<file path="src/rtl/uart_pkg.sv">
// Shared constants and FSM state encoding for the UART command parser.
// Latency: n/a (declarations only).
// Backpressure: n/a.
package uart_pkg;

    localparam logic [7:0] HDR   = 8'hA5;
    localparam logic [7:0] CMD_W = 8'h57;
    localparam logic [7:0] CMD_R = 8'h52;
    localparam logic [7:0] ACK   = 8'h06;
    localparam logic [7:0] NAK   = 8'h15;

    typedef enum logic [3:0] {
        IDLE,
        GET_CMD,
        GET_ADDR,
        GET_DATA,
        GET_CHK,
        EXEC_W,
        EXEC_R,
        RD_WAIT,
        RESP
    } state_t;

endpackage

</file>
<file path="src/rtl/uart_byte_strobe.sv">
// Byte strobe from the falling edge of rx_int plus inter-byte timeout counter.
// Latency: stb is combinational on the falling edge (one register on rx_int).
// Backpressure: none; the counter only runs while run is high.
module uart_byte_strobe #(
    parameter int TIMEOUT = 250000
) (
    input  logic clk,
    input  logic rst_n,
    input  logic rx_int,
    input  logic run,
    output logic stb,
    output logic tmo
);

    localparam int CW = (TIMEOUT > 1) ? $clog2(TIMEOUT) : 1;
    localparam logic [CW-1:0] CNT_MAX = CW'(TIMEOUT - 1);

    logic          rx_int_q;
    logic [CW-1:0] cnt_q;
    logic [CW-1:0] cnt_d;

    assign stb = rx_int_q & ~rx_int;
    // A byte arriving in the same cycle as expiry wins over the timeout.
    assign tmo = run & ~stb & (cnt_q == CNT_MAX);

    // Counter is held at zero outside a frame, cleared on every byte and on expiry.
    always_comb begin
        cnt_d = cnt_q + 1'b1;
        if (!run || stb || tmo) begin
            cnt_d = '0;
        end
    end

    // Edge-detect register and timeout counter.
    always_ff @(posedge clk or negedge rst_n) begin
        if (!rst_n) begin
            rx_int_q <= 1'b0;
            cnt_q    <= '0;
        end else begin
            rx_int_q <= rx_int;
            cnt_q    <= cnt_d;
        end
    end

endmodule

</file>
<file path="src/rtl/uart_cmd_parser.sv">
// Assembles 5-byte A5/CMD/ADDR/DATA/CHK frames and runs them against a sync RAM.
// Latency: write tx_en >= 2 cycles after CHK strobe, read tx_en >= 3 cycles.
// Backpressure: holds in RESP while tx_busy is high; bytes arriving meanwhile are dropped.
module uart_cmd_parser
    import uart_pkg::*;
#(
    parameter int ADDR_W  = 8,
    parameter int TIMEOUT = 250000
) (
    input  logic              clk,
    input  logic              rst_n,
    input  logic              rx_int,
    input  logic [7:0]        rx_data,
    output logic              ram_we,
    output logic [ADDR_W-1:0] ram_addr,
    output logic [7:0]        ram_wdata,
    input  logic [7:0]        ram_rdata,
    output logic              tx_en,
    output logic [7:0]        tx_data,
    input  logic              tx_busy,
    output logic              frame_err,
    output logic              busy
);

    state_t            state_q, state_d;
    logic [7:0]        cmd_q, cmd_d;
    logic [7:0]        addr_q, addr_d;
    logic [7:0]        data_q, data_d;
    logic [ADDR_W-1:0] ram_addr_q, ram_addr_d;
    logic [7:0]        ram_wdata_q, ram_wdata_d;
    logic [7:0]        tx_data_q, tx_data_d;
    logic              frame_err_q, frame_err_d;
    logic              stb, tmo, run;

    assign run = (state_q == GET_CMD) || (state_q == GET_ADDR) ||
                 (state_q == GET_DATA) || (state_q == GET_CHK);

    uart_byte_strobe #(
        .TIMEOUT (TIMEOUT)
    ) u_strobe (
        .clk    (clk),
        .rst_n  (rst_n),
        .rx_int (rx_int),
        .run    (run),
        .stb    (stb),
        .tmo    (tmo)
    );

    assign ram_addr  = ram_addr_q;
    assign ram_wdata = ram_wdata_q;
    assign tx_data   = tx_data_q;
    assign frame_err = frame_err_q;
    assign busy      = (state_q != IDLE);

    // Next-state, datapath loads and the single-cycle strobes ram_we / tx_en.
    // The RAM address is loaded on the checksum byte so it is valid in the
    // first execute cycle for both reads and writes.
    always_comb begin
        state_d     = state_q;
        cmd_d       = cmd_q;
        addr_d      = addr_q;
        data_d      = data_q;
        ram_addr_d  = ram_addr_q;
        ram_wdata_d = ram_wdata_q;
        tx_data_d   = tx_data_q;
        frame_err_d = 1'b0;
        ram_we      = 1'b0;
        tx_en       = 1'b0;
        case (state_q)
            IDLE: begin
                if (stb && rx_data == HDR) state_d = GET_CMD;
            end
            GET_CMD, GET_ADDR, GET_DATA: begin
                if (tmo) begin
                    frame_err_d = 1'b1;
                    state_d     = IDLE;
                end else if (stb) begin
                    if (state_q == GET_CMD) begin
                        cmd_d   = rx_data;
                        state_d = GET_ADDR;
                    end else if (state_q == GET_ADDR) begin
                        addr_d  = rx_data;
                        state_d = GET_DATA;
                    end else begin
                        data_d  = rx_data;
                        state_d = GET_CHK;
                    end
                end
            end
            GET_CHK: begin
                if (tmo) begin
                    frame_err_d = 1'b1;
                    state_d     = IDLE;
                end else if (stb) begin
                    if (rx_data == (cmd_q ^ addr_q ^ data_q) && cmd_q == CMD_W) begin
                        ram_addr_d  = ADDR_W'(addr_q);
                        ram_wdata_d = data_q;
                        state_d     = EXEC_W;
                    end else if (rx_data == (cmd_q ^ addr_q ^ data_q) && cmd_q == CMD_R) begin
                        ram_addr_d = ADDR_W'(addr_q);
                        state_d    = EXEC_R;
                    end else begin
                        tx_data_d   = NAK;
                        frame_err_d = 1'b1;
                        state_d     = RESP;
                    end
                end
            end
            EXEC_W: begin
                ram_we    = 1'b1;
                tx_data_d = ACK;
                state_d   = RESP;
            end
            EXEC_R: begin
                state_d = RD_WAIT;
            end
            RD_WAIT: begin
                tx_data_d = ram_rdata;
                state_d   = RESP;
            end
            RESP: begin
                if (!tx_busy) begin
                    tx_en   = 1'b1;
                    state_d = IDLE;
                end
            end
            default: state_d = IDLE;
        endcase
    end

    // State and datapath registers.
    always_ff @(posedge clk or negedge rst_n) begin
        if (!rst_n) begin
            state_q     <= IDLE;
            cmd_q       <= '0;
            addr_q      <= '0;
            data_q      <= '0;
            ram_addr_q  <= '0;
            ram_wdata_q <= '0;
            tx_data_q   <= '0;
            frame_err_q <= 1'b0;
        end else begin
            state_q     <= state_d;
            cmd_q       <= cmd_d;
            addr_q      <= addr_d;
            data_q      <= data_d;
            ram_addr_q  <= ram_addr_d;
            ram_wdata_q <= ram_wdata_d;
            tx_data_q   <= tx_data_d;
            frame_err_q <= frame_err_d;
        end
    end

endmodule
</file>
<file path="config.mk">
export PLATFORM = sky130hd
export DESIGN_NAME = uart_cmd_parser
export DESIGN_NICKNAME = d
export VERILOG_FILES = /design/src/rtl/uart_pkg.sv /design/src/rtl/uart_byte_strobe.sv /design/src/rtl/uart_cmd_parser.sv
export SDC_FILE = /design/constraint.sdc
export NUM_CORES = 1
export LEC_CHECK = 0
export CAP_MARGIN = 20
export CORE_MARGIN = 5
export CORE_UTILIZATION = 50
export DETAILED_ROUTE_END_ITERATION = 12
export GPL_TIMING_DRIVEN = 1
export PLACE_DENSITY_LB_ADDON = 0.12
export SLEW_MARGIN = 20
export SYNTH_ARGS = -nofsm -noshare
export SYNTH_HDL_FRONTEND = slang
export SYNTH_SLANG_ARGS = --single-unit
</file>
<file path="constraint.sdc">
create_clock -name clk -period 2.6 [get_ports clk]
set_input_delay 0.39 -clock clk [delete_from_list [all_inputs] [get_ports clk]]
set_output_delay 0.39 -clock clk [all_outputs]
set_load 0.1 [all_outputs]
</file>
== Word level (Yosys, flattened, before mapping) ==
Index checks and enable logic that the tools add are counted.

* Add/sub/neg operators: 1
* Equal/unequal tests: 21
* Muxes and demuxes: 28
* Bitwise gates (word level): 10
* Reductions and logical operators: 22

{| class="wikitable"
|+ Operators with widths
! cell !! number
|-
| 8-bit 2-to-1 mux || 6
|-
| 4-bit 2-to-1 mux || 8
|-
| 4-bit case mux with 6 select lines || 1
|-
| 8-bit case mux with 3 select lines || 1
|-
| 18-bit by 1-bit adder with 18-bit output, second input constant || 1
|-
| 18-bit == test, second input constant || 1
|-
| 18-bit 2-to-1 mux || 1
|-
| 4-bit by 3-bit == test with 1-bit output, second input constant || 4
|-
| 8-bit by 7-bit == test with 1-bit output, second input constant || 2
|-
| 4-bit AND reduction || 4
|-
| 8-bit XOR || 2
|-
| 5-bit AND reduction || 3
|-
| 2-bit != test, second input constant || 6
|-
| 4-bit by 2-bit == test with 1-bit output, second input constant || 2
|-
| 8-bit == test || 1
|-
| 8-bit == test, second input constant || 1
|-
| 1-bit 2-to-1 mux || 8
|-
| 3-bit 2-to-1 mux || 2
|-
| 3-bit by 2-bit != test with 1-bit output, second input constant || 2
|-
| 1-bit logical OR || 5
|-
| 1-bit inverter || 5
|-
| 4-bit by 1-bit == test with 1-bit output, second input constant || 1
|-
| 4-bit == test, second input constant || 1
|-
| 4-bit zero test || 1
|-
| 9 further kinds || 13
|}

* Register bits after elaboration: 72
* Input bits: 20
* Output and inout port bits: 28
* Logic and storage cells: 92

== Depth between registers and ports, before layout ==
* Word-level depth: 9
* Gate-level depth with buffers: 8
* Depth with buffers taken out: 7

== Modules after synthesis ==
From an unflattened synthesis, not the netlist that was laid out.

* Cells, all modules: 319
* Area total of the unflattened synthesis: 3,652.3 µm²

{| class="wikitable"
|+ Modules (own cells, without submodules)
! module !! instances !! cells each !! area each (µm²) !! sequential area each (µm²)
|-
| uart_cmd_parser || 1 || 218 || 2,637.5 || 1,326.3
|-
| uart_byte_strobe || 1 || 101 || 1,014.7 || 475.5
|}

== Worst setup path before layout ==
OpenSTA, ideal clock, no wires.

* Path type: register to output
* Start: reg state_q[1]
* End: out tx_en
* Arrival: 3.900 ns
* Data required time: 2.210 ns
* Slack: -1.690 ns
* Cell stages (with the launch flop): 4
* Buffers on the path: 1
* Path through: dfrtp_1 clkbuf_1 nor2_1 nor4b_1

* Word-level cells in the longest chain between the ends: 2

{| class="wikitable"
|+ Ends and longest elaborated chain
! item !! RTL line !! text
|-
| from (decl) || uart_cmd_parser.sv:25 || <nowiki>state_t state_q, state_d;</nowiki>
|-
| from (signal assigned) || uart_cmd_parser.sv:143 || <nowiki>state_q <= state_d;</nowiki>
|-
| 4-bit == test || uart_cmd_parser.sv:69 || <nowiki>case (state_q)</nowiki>
|-
| 1-bit 2-to-1 mux || uart_cmd_parser.sv:69 ||
|-
| to (decl) || uart_cmd_parser.sv:18 || <nowiki>output logic tx_en,</nowiki>
|}

No other way between the ends.

== Worst setup path after layout ==
* Start: in rx_data[2]
* End: reg ram_wdata_q[1], in the netlist ram_wdata[1]

* Word-level cells in the longest chain between the ends: 3

{| class="wikitable"
|+ Ends and longest elaborated chain
! item !! RTL line !! text
|-
| from (decl) || uart_cmd_parser.sv:13 || <nowiki>input logic [7:0] rx_data,</nowiki>
|-
| 8-bit == test || uart_cmd_parser.sv:95 || <nowiki>if (rx_data == (cmd_q ^ addr_q ^ data_q) && cmd_q == CMD_W) begin</nowiki>
|-
| 1-bit logical AND || uart_cmd_parser.sv:95 ||
|-
| 4-bit AND reduction (no line) || -- ||
|-
| to (signal assigned) || uart_cmd_parser.sv:148 || <nowiki>ram_wdata_q <= ram_wdata_d;</nowiki>
|-
| to (decl) || uart_cmd_parser.sv:30 || <nowiki>logic [7:0] ram_wdata_q, ram_wdata_d;</nowiki>
|}

No other way between the ends.
A chain may end at the register's enable or synchronous reset.

==> out/qor.log <==
qor: run_status.status complete, no violations
qor: detailed_routing.met1_length 3531 um
qor: timing.timing.slew.headroom 57.39%
qor: detailed_routing.post_drt_wl_per_cell 15.75 um
qor: timing.fin_ws 0.2587 ns
qor: synth.mappedNetlistArea 3361 sq um
qor: clocking.postCtsSetupRepairBufs 0
qor: synth.yosys_warnings 0
qor: clocking.clk-insertion-delay-late 0.35 ns
qor: worst_setup_path.worstSetupEndpointType flop
qor: floorplanning.fp.coreArea 6459 sq um
qor: placement.gp_routability_congestion 0.8552
qor: clocking.cts.sink_count 72
qor: timing.worst_pin_slew 0.6392 ns
qor: detailed_routing.drc 0
qor: worst_setup_path.buffers_inverters_on_critical_path 2
qor: timing.finalHoldViolCount 0
qor: floorplanning.rows 29
qor: worst_setup_path.worst_path_max_delay_cell or3_1
qor: grt.grt.total_usage 18.27%
qor: placement.detailedPlacementHpwl 5035 um
qor: power.worst_vdd_drop 373.9 uV
qor: synth.syn-num-nets 319
qor: detailed_routing.route.met3.wl 338 um
qor: clocking.hold_buffers 0
qor: floorplanning.design.die.area 8461 sq um
qor: grt.grt_first_pass_wirelength 12100 um
qor: detailed_routing.postRouteAntennaNets 0
qor: clocking.tritoncts_buffer_count 9
qor: detailed_routing.detailroute.wirelength.met2 3103 um
qor: synth.leading_cell_type_by_number_of_instances_after_synthesis dfrtp_1
qor: placement.port_buffers 47
qor: detailed_routing.wl 7073 um
qor: run.max_cap_viol_count 0
qor: synth.synth_top_cell_area_share 53.61%
qor: detailed_routing.drt-initial-drc-count 100
qor: cells_and_area.insertedDiodeCount 0
qor: synth.synthesis_stage_register_bit_count 72
qor: timing.clock.fmax 427.1 MHz
qor: worst_setup_path.criticalPathCategory input pin to flop
qor: hold_path.worst_hold_path_type input pin to asynchronous set/reset pin
qor: timing.layout_worst_path_cycle_share 90.05%
qor: timing.grt_setup_unrepaired false
qor: clocking.clock-root-buffer clkbuf_8
qor: grt.grt_start_max_net_pins 47
qor: clocking.cts_tree built
qor: synth.synth_top_cells_by_area dfrtp_1 (54%), mux2_2 (13%), xnor2_1 (6.0%), xor2_1 (4.2%), nor2_1 (3.7%)
qor: worst_setup_path.cpLargestDelayFamily simple AND/OR/NAND/NOR gates
qor: grt.first_global_vias 2434
qor: synth.synth-edff-count 0
qor: worst_setup_path.cp_cell_sequence clkdlybuf4s50_1 -> xnor2_1 -> xnor2_1 -> nand4_1 -> or3_1 -> nor3_4 -> buf_12 -> mux2_2
qor: timing.timing_max_transition_violations_final 0
qor: synth.yosys.cell_types.count 34
qor: worst_setup_path.critPathRequiredTime 2.83 ns
qor: worst_setup_path.critical_path_peak_fanout 8
qor: power.total_power_per_unit_cell_area 884.2 nW/um^2
qor: clocking.h-tree-depth 3
qor: synth.synth-seq-area-share 53.61%
qor: detailed_routing.via_per_inst 5.336
qor: timing.report.final.setup_viol 0
qor: power.total_leakage_power 1.976 nW
qor: detailed_routing.dr.pass1.iters 6
qor: synth.asyncSetResetFlopFracSynth 100.0%
qor: floorplanning.fp.dieW 91.99 um
qor: clocking.worst_setup_hold_path_clk_slew 0.08 ns
qor: timing.skew 0.008855 ns
qor: cells_and_area.syn2layout_area_growth 27.14%
qor: synth.most_common_flop_cell_mapped_by_yosys dfrtp_1
qor: synth.synth_area_per_inst 11.28 sq um
qor: cells_and_area.drive_gt1_share 29.30%
qor: detailed_routing.num_vias 2396
qor: synth.synth_cells 298
qor: synth.synth_common_cells dfrtp_1 (72), mux2_2 (40), nor2_1 (33)
qor: worst_setup_path.timing.critical_path.slowest_cell_delay 0.50 ns
qor: timing.crit_path_time_final 2.341 ns
qor: synth.yosysTopAreaCell dfrtp_1
qor: timing.holdWs 0.05641 ns
qor: worst_setup_path.worst-endpoint-arrival 2.57 ns
qor: floorplanning.fp.dieH 91.99 um
qor: floorplanning.io_pins 48
qor: worst_setup_path.crit_path_frequent_cell xnor2_1
qor: worst_setup_path.worst_setup_path_start_kind input pin
qor: placement.place_worst_setup_slack -0.09500 ns
qor: grt.globalRoute.totalOverflow 0
qor: cells_and_area.finish.net_count 388
qor: detailed_routing.top_signal_layer_used met4
qor: clocking.cts_resized 0
qor: floorplanning.effective_utilization_at_floorplan 52.03%
qor: clocking.max-clock-path-buffers 2
qor: grt.antenna_found_initial 0
==> cell usage in the layout, fill, tap and decap left out, types with 9 or more instances in the layout <==
master,Yosys,final
buf_4,0,44
clkbuf_8,0,10
clkdlybuf4s50_1,0,18
dfrtp_1,72,72
mux2_2,40,40
nand2_1,19,19
nand3_1,23,23
nand4_1,9,9
nor2_1,33,32
xnor2_1,23,23
xor2_1,16,16
==> registers in the layout, indices dropped and copies added (netlist names) <==
register and flops:
u_strobe.cnt_q 18, addr_q 8, cmd_q 8, data_q 8, ram_addr 8, ram_wdata 8, tx_data 8, state_q 4
frame_err 1, u_strobe.rx_int_q 1
==> power by group <==
| part | switching, mW | internal (mW) | total (mW) |
|---|---|---|---|
| Sequential | 0.191 | 1.31 | 1.50 |
| Combinational | 0.827 | 0.469 | 1.30 |
| Clock | 0.416 | 0.565 | 0.981 |
==> cell type report <==
class	instances	area, sq um
Clock buffer	11	141.4
Fill cell	512	2186
Tap cell	77	96.34
Timing Repair Buffer	68	615.6
Sequential cell	72	1802
Inverter	3	11.26
Clock inverter	5	80.08
Multi-Input combinational cell	213	1526
==> worst paths after layout <==
kind | start | end | slack (ns) | cells past startpoint
min in group clk | u_strobe.cnt_q[0] | u_strobe.cnt_q[0] | 0.49 | 1
setup / recovery | rx_data[2] | ram_wdata[1] | 0.26 | 8
max in group asynchronous | rst_n | u_strobe.cnt_q[1] | 1.88 | 2
setup reg to reg | cmd_q[2] | ram_wdata[1] | 0.30 | 7
hold reg to reg | u_strobe.cnt_q[0] | u_strobe.cnt_q[0] | 0.49 | 1
hold / removal | rst_n | tx_data[6] | 0.06 | 1
==> metal layers <==
layer / vias to the layer above / GRT usage (%)
met2: 57 / 26.70
li1: 1180 / -
met1: 1152 / 25.97
met4: 0 / 7.797
met3: 7 / 4.501
met5: - / 0
==> stage by stage <==
step / TNS [ns] / util, % / cells / area [sq um] / power, mW
2_1_floorplan: 0 / - / 298 / 3378 / 2.452
6_report: 0 / 66.16 / 449 / 4273 / 3.778
5_1_grt: 0 / 66.16 / 449 / 4273 / 3.974
4_1_cts: 0 / 66.16 / 449 / 4273 / 3.812
3_3_place_gp: -0.2614 / 62.73 / 433 / 4051 / 2.786
3_5_place_dp: -1.003 / 62.73 / 433 / 4051 / 2.816
==> kinds of logic after synthesis <==
logic type,Yosys count,synth area share (%)
AO/OA/AOI/OAI,22,3.798
multiplexers,40,13.40
AND/OR/NAND/NOR,111,17.16
XOR/XNOR,39,10.16
adder cells (fa/ha/maj),1,0.3722
flip-flops,72,53.61
buffers and inverters,13,1.489
Note: power is estimated with default switching activity, not from simulation.
